**src/rtl/alu_share_ctrl.sv**
```systemverilog
// alu_share_ctrl: round-robin sequencer sharing one external N-bit ALU
// between two requesters. Optional grant counters: ALU_SHARE_STATS_EN.
module alu_share_ctrl #(
    parameter int N = 8
) (
    input  logic         clk,
    input  logic         rst_n,
    input  logic [1:0]   req_valid,
    output logic [1:0]   req_ready,
    input  logic [N-1:0] req_a0,
    input  logic [N-1:0] req_b0,
    input  logic [N-1:0] req_s0,
    input  logic [N-1:0] req_a1,
    input  logic [N-1:0] req_b1,
    input  logic [N-1:0] req_s1,
    output logic [1:0]   resp_valid,
    input  logic [1:0]   resp_ready,
    output logic [N-1:0] resp_data,
    output logic [N-1:0] alu_a,
    output logic [N-1:0] alu_b,
    output logic [N-1:0] alu_s,
    input  logic [N-1:0] alu_out
`ifdef ALU_SHARE_STATS_EN
    ,
    output logic [15:0]  grant_cnt0,
    output logic [15:0]  grant_cnt1
`endif
);

    typedef enum logic [1:0] {
        IDLE = 2'd0,
        EXEC = 2'd1,
        RESP = 2'd2
    } state_t;

    state_t state;
    logic   last_grant;
    logic   gnt;
    logic   win;
    logic   any_req;

    // Round-robin pick: on a tie the requester that did not win last time goes
    always_comb begin
        any_req = |req_valid;
        win     = 1'b0;
        if (req_valid == 2'b11) begin
            win = ~last_grant;
        end else if (req_valid[1]) begin
            win = 1'b1;
        end
    end

    // Accept is offered only in IDLE, and never while reset is held
    always_comb begin
        req_ready = 2'b00;
        if (rst_n && state == IDLE && any_req) begin
            req_ready = win ? 2'b10 : 2'b01;
        end
    end

    // Controller FSM: latch operands, wait one cycle for the ALU, hold result
    always_ff @(posedge clk or negedge rst_n) begin
        if (!rst_n) begin
            state      <= IDLE;
            last_grant <= 1'b1;
            gnt        <= 1'b0;
            resp_valid <= 2'b00;
            resp_data  <= '0;
            alu_a      <= '0;
            alu_b      <= '0;
            alu_s      <= '0;
        end else begin
            unique case (state)
                IDLE: begin
                    if (any_req) begin
                        alu_a      <= win ? req_a1 : req_a0;
                        alu_b      <= win ? req_b1 : req_b0;
                        alu_s      <= win ? req_s1 : req_s0;
                        gnt        <= win;
                        last_grant <= win;
                        state      <= EXEC;
                    end
                end
                EXEC: begin
                    resp_data  <= alu_out;
                    resp_valid <= gnt ? 2'b10 : 2'b01;
                    state      <= RESP;
                end
                RESP: begin
                    if (resp_ready[gnt]) begin
                        resp_valid <= 2'b00;
                        state      <= IDLE;
                    end
                end
                default: begin
                    resp_valid <= 2'b00;
                    state      <= IDLE;
                end
            endcase
        end
    end

`ifdef ALU_SHARE_STATS_EN
    logic accept;
    assign accept = (state == IDLE) && any_req;

    // Saturating count of accepted requests per requester
    always_ff @(posedge clk or negedge rst_n) begin
        if (!rst_n) begin
            grant_cnt0 <= '0;
            grant_cnt1 <= '0;
        end else if (accept) begin
            if (!win && grant_cnt0 != 16'hFFFF) begin
                grant_cnt0 <= grant_cnt0 + 16'd1;
            end
            if (win && grant_cnt1 != 16'hFFFF) begin
                grant_cnt1 <= grant_cnt1 + 16'd1;
            end
        end
    end
`endif

endmodule

```
**config.mk**
```make
export PLATFORM = sky130hd
export DESIGN_NAME = alu_share_ctrl
export DESIGN_NICKNAME = d
export VERILOG_FILES = /design/src/rtl/alu_share_ctrl.sv
export SDC_FILE = /design/constraint.sdc
export NUM_CORES = 1
export LEC_CHECK = 0
export CAP_MARGIN = 15
export CELL_PAD_IN_SITES_DETAIL_PLACEMENT = 1
export CELL_PAD_IN_SITES_GLOBAL_PLACEMENT = 2
export CORE_MARGIN = 2
export CORE_UTILIZATION = 23
export DETAILED_ROUTE_END_ITERATION = 7
export GPL_TIMING_DRIVEN = 0
export PLACE_DENSITY_LB_ADDON = 0.1
export SYNTH_ARGS = -nofsm -noshare
export SYNTH_HDL_FRONTEND = slang
export SYNTH_SLANG_ARGS = --single-unit
```
**constraint.sdc**
```tcl
create_clock -name clk -period 1.7 [get_ports clk]
set_input_delay 0.425 -clock clk [delete_from_list [all_inputs] [get_ports clk]]
set_output_delay 0.425 -clock clk [all_outputs]
set_load 0.005 [all_outputs]
```
# Word-level counts from Yosys, hierarchy flattened
# Cells that the tools add are included.
[classes]
order_cmp = 1
eq_ne = 5
n_mux = 14
bitwise_logic = 2
n_reduce_logical = 7
[op_table]
columns = ["operator", "n"]
rows = [
  ["8-bit two-way mux", 3],
  ["2-bit one-hot mux with 3 select lines", 2],
  ["2-bit two-way mux", 5],
  ["2-bit AND reduction", 3],
  ["2-bit == test, second input constant", 2],
  ["1-bit two-way mux", 4],
  ["2-bit inequality test, second input constant", 2],
  ["2-bit by 1-bit == test with 1-bit output, second input constant", 1],
  ["1-bit logical AND", 2],
  ["2-bit zero test", 1],
  ["1-bit by 2-bit < comparator with 1-bit output, second input constant", 1],
  ["1-bit inverter", 2],
  ["2-bit OR reduction", 1],
]
[totals]
regBits = 38
output_inout_bits = 36
wordCells = 37

# Logic depth before layout (Yosys ltp)
# Gate-level depths: netlist of the first run.
[logic_depth]
ltp_word = 4
depth_mapped = 6

# Least setup slack after synthesis of the first run
# No wires, ideal clock.
[synth_path]
kind = "register to output"
start = "register state[0]"
end = "output port req_ready[0]"
arrival_ps = 1294
required_ps = 1275
slack_ps = -19
path_stages_with_launch = 7
n_path_buf = 3
cell_sequence = "dfrtp_1 -> buf_2 -> nor2_1 -> o21a_1 -> buf_4 -> buf_4 -> and3_1"
[synth_between]
elab_chain_len = 4
[synth_rtl]
columns = ["item", "line_no", "source"]
rows = [
  ["from (decl)", "36", "state_t state;"],
  ["from (signal assigned)", "64", "state <= IDLE;"],
  ["from (signal assigned)", "81", "state <= EXEC;"],
  ["from (signal assigned)", "87", "state <= RESP;"],
  ["2-bit zero test", "56", "if (rst_n && state == IDLE && any_req) begin"],
  ["1-bit logical AND (2 in series)", "56", ""],
  ["2-bit two-way mux", "56", ""],
  ["to (decl)", "9", "output logic [1:0] req_ready,"],
]
# Every way passes these cells.

# Final worst setup path of the first run
# Ends and elaborated chain as after synthesis.

==> run_results.csv, run 1 <==
group,metric,value,unit
yosys,synth_top_area_cell,"dfrtp_1",
place,dp_hpwl,3.89,mm
grt,antenna_found_initial,0,
worst_setup_path,crit_top_cell,"buf_6",
timing,hold-worst-slack,0.110,ns
worst_setup_path,cp_data_arrival_time,1.43,ns
worst_setup_path,cp-start-kind,"flop",
timing,clock_skew,0.0101,ns
floorplan,dieWidth,95.3,um
grt,grt_pass1_wl,8.36,mm
grt,use_met2,22.7,%
grt,grt_pass1_vias,1647,
worst_setup_path,worst-setup-path-type,"reg -> out",
layout,final_cells,341,
layout,num_antenna_cells,0,
routing,route.detailed.drc,0,
hold_path,hold_path_class,"in -> async",
worst_setup_path,crit_required,1.27,ns
grt,grt_max_degree,39,
pwr,power_leakage,1.45,nW
grt,use_met1,13.1,%
clock_network,numCtsBuffers,5,
place,dp_slack,-1.01,ns
clock_network,cts_tree,"done",
yosys,synth-seq-area-share,49.7,%
yosys,synthSimpleGateAreaFrac,1.63,%
worst_setup_path,end_kind,"output pin",
worst_setup_path,cpPeakStageDelay,0.43,ns
clock_network,clock_latency,0.29,ns
place,gp_congestion,0.671,
floorplan,die_area,9070,um^2
routing,firstDrtPassIters,2,
timing,relSlewSlack,69.6,%
grt,grt_util_all_layers,12.1,%
timing,hold_violations,0,
yosys,synthMuxAreaShare,40.6,%
timing,fmax,0.538,GHz
worst_setup_path,cp_max_fo,2,
yosys,synth-edff-count,0,
worst_setup_path,path_buf_inv,3,
worst_setup_path,slowest_stage,"dfrtp_2",
floorplan,ios,98,
clock_network,clk_pin_slew,0.08,ns
timing,fin_crit,1.86,ns
yosys,synth_seq_cells,38,
clock_network,htree_levels,2,
yosys,yosys.cell_count.top_type,"dfrtp_1",
worst_setup_path,cp_top_family,"flip-flops",
outcome,status,"finished, violations left",
floorplan,core_region_area,8130,um^2
yosys,yosysTopAreaCellShare,48.3,%
timing,grt_setup_unrepaired,"true",
yosys,yosys.area_share.adder,0,%
grt,use_met3,3.40,%
clock_network,cts-root-buf,"clkbuf_8",
yosys,async_reset_ff_share,100,%
clock_network,cts.sinks,38,
yosys,ys.flop_type,"dfrtp_1",
grt,top_usage_layer,"met2",
routing,drt-initial-drc-count,9,
pwr,ir_worst_vdd,0.510,mV
layout,drive_above_1_share,40.3,%
yosys,synth_cells,119,
floorplan,start_util,23.6,%
routing,wl,5.39,mm
timing,tightest_slew,0.455,ns
grt,overflow,0,
yosys,ys_types,24,
routing,drt.antenna.violating_nets,0,
layout,areaGrowthSynthToFinish,73.7,%
outcome,violations,"setup timing",
yosys,synth_top_family_by_area,"multiplexers",
yosys,synth_compound_area_share,3.79,%
yosys,synth.cell_area,1920,um^2
place,numPortBuffers,97,
floorplan,die_h,95.3,um
yosys,yosys.area_share.xor_xnor,0,%
timing,fin_ws,-0.158,ns
timing,final-setup-viol-count,2,
timing,final.period_utilization,109,%
yosys,syn_nets,181,
timing,drv_slew,0,
run,maxCapViolCount,0,
clock_network,clockBufferDepth,2,
routing,viasPerCell,4.22,
pwr,powerDensity,1580,nW/um^2
yosys,ys_top_cells_by_count,"dfrtp_1 (37), mux2_4 (34), mux2_2 (22)",
yosys,avgSynthCellArea,16.1,um^2
place,placed_cells,322,
routing,vias,1440,
floorplan,rows,33,
worst_setup_path,cp_cell_sequence,"nor2_4, o21a_1, buf_6, buf_12, and3_4, buf_6",
yosys,synth_warnings,0,
layout,nets,297,
yosys,ys_top_cells_by_area,"dfrtp_1 (48%), mux2_4 (27%), mux2_2 (13%)",
routing,routedWlPerCell,15.8,um
## cell usage in the layout (no fill, tap or decap), types with 2 or more instances in the layout
cell type and count:
clkdlybuf4s50_1 92, mux2_4 37, dfrtp_1 35, mux2_2 19, buf_4 8, buf_12 6, clkbuf_8 5, buf_6 3
mux2i_1 2, o2bb2ai_1 2, clkinv_2 2, clkbuf_2 2, buf_2 2, dfrtp_2 2
## flip-flops by register name, indices dropped and copies added (netlist names)
register,flops
resp_data,8
gnt,1
resp_valid,2
alu_a,8
alu_s,8
alu_b,8
last_grant,1
state,2
## power breakdown
part	internal (W)	switching (W)
Clock	0.000432	0.000323
Combinational	0.00197	0.000858
Sequential	0.00139	0.000285
## stage by stage
stage | instance area, um^2 | total power (W) | setup TNS [ns] | utilization (%)
CTS | 3320 | 0.00531 | -0.315 | 40.8
global route | 3330 | 0.00558 | -0.429 | 40.9
detailed placement | 3040 | 0.00425 | -10.92 | 37.3
global placement | 3020 | 0.00416 | -44.51 | 37.1
floorplan | 1920 | 0.00295 | 0 | -
finish | 3330 | 0.00526 | -0.283 | 40.9
## logic make-up after synthesis
group,Yosys count
compound gates,9
buf+inv,9
flops,38
mux,58
simple gates,5
## layout make-up
class	count	area, um^2
clock buffer	5	68.8
multi-input combinational	72	918
inverter	1	3.75
fill	853	4810
clock inverter	3	40.0
timing repair buffer	111	1120
tap	105	131
buffer	6	95.1
sequential	38	955
## routing by layer
metal	up-vias	share of wire, %	wire length (um)
met1	732	38	2040
met2	43	56	3030
li1	658	-	-
met5	-	0	0
met4	0	1.3	72
met3	7	4.5	243
## path summary, 6_finish.rpt
kind / startpoint / end / slack (ns) / cells after the start
max in group asynchronous: rst_n / alu_b[7]$_DFFE_PN0P_ / 1.08 / 2
worst min register to register: alu_b[0]$_DFFE_PN0P_ / alu_b[0]$_DFFE_PN0P_ / 0.51 / 1
min in group clk: req_valid[0] / last_grant$_DFFE_PN1P_ / 0.35 / 2
worst min-delay path: rst_n / resp_valid[0]$_DFFE_PN0P_ / 0.11 / 2
worst max-delay path: state[0]$_DFFE_PN0P_ / req_ready[0] / -0.16 / 6
worst max register to register: last_grant$_DFFE_PN1P_ / alu_s[2]$_DFFE_PN0P_ / 0.05 / 5
## repair_timing
| action | 4_1_cts | 5_1_grt |
|---|---|---|
| hold endpoints to repair | 2 | 0 |
| gates cloned | 1 | 0 |
| gates resized for setup | 30 | 10 |
| hold buffers | 1 | 0 |
| pin swaps | 3 | 3 |
| buffers inserted | 11 | 1 |
| setup endpoints to repair | 19 | 26 |
Note: power is estimated with default switching activity, not from simulation.
==> run 2, diff against run 1 <==
--- a/config.mk
+++ b/config.mk
@@ -10,6 +10,7 @@
 export CELL_PAD_IN_SITES_GLOBAL_PLACEMENT = 2
 export CORE_MARGIN = 2
 export CORE_UTILIZATION = 23
+export CTS_CLUSTER_SIZE = 28
 export DETAILED_ROUTE_END_ITERATION = 7
 export GPL_TIMING_DRIVEN = 0
 export PLACE_DENSITY_LB_ADDON = 0.1
==> results of run 2 <==
No change in the layout: final DEF, timing and power equal those of run 1.
==> run 3, diff against run 2 <==
--- a/config.mk
+++ b/config.mk
@@ -12,7 +12,9 @@
 export CORE_UTILIZATION = 23
 export CTS_CLUSTER_SIZE = 28
 export DETAILED_ROUTE_END_ITERATION = 7
+export GPL_ROUTABILITY_DRIVEN = 0
 export GPL_TIMING_DRIVEN = 0
+export HOLD_SLACK_MARGIN = 0.05
 export PLACE_DENSITY_LB_ADDON = 0.1
 export SYNTH_ARGS = -nofsm -noshare
 export SYNTH_HDL_FRONTEND = slang
==> results of run 3 <==
No change in the layout: final DEF, timing and power equal those of run 1.
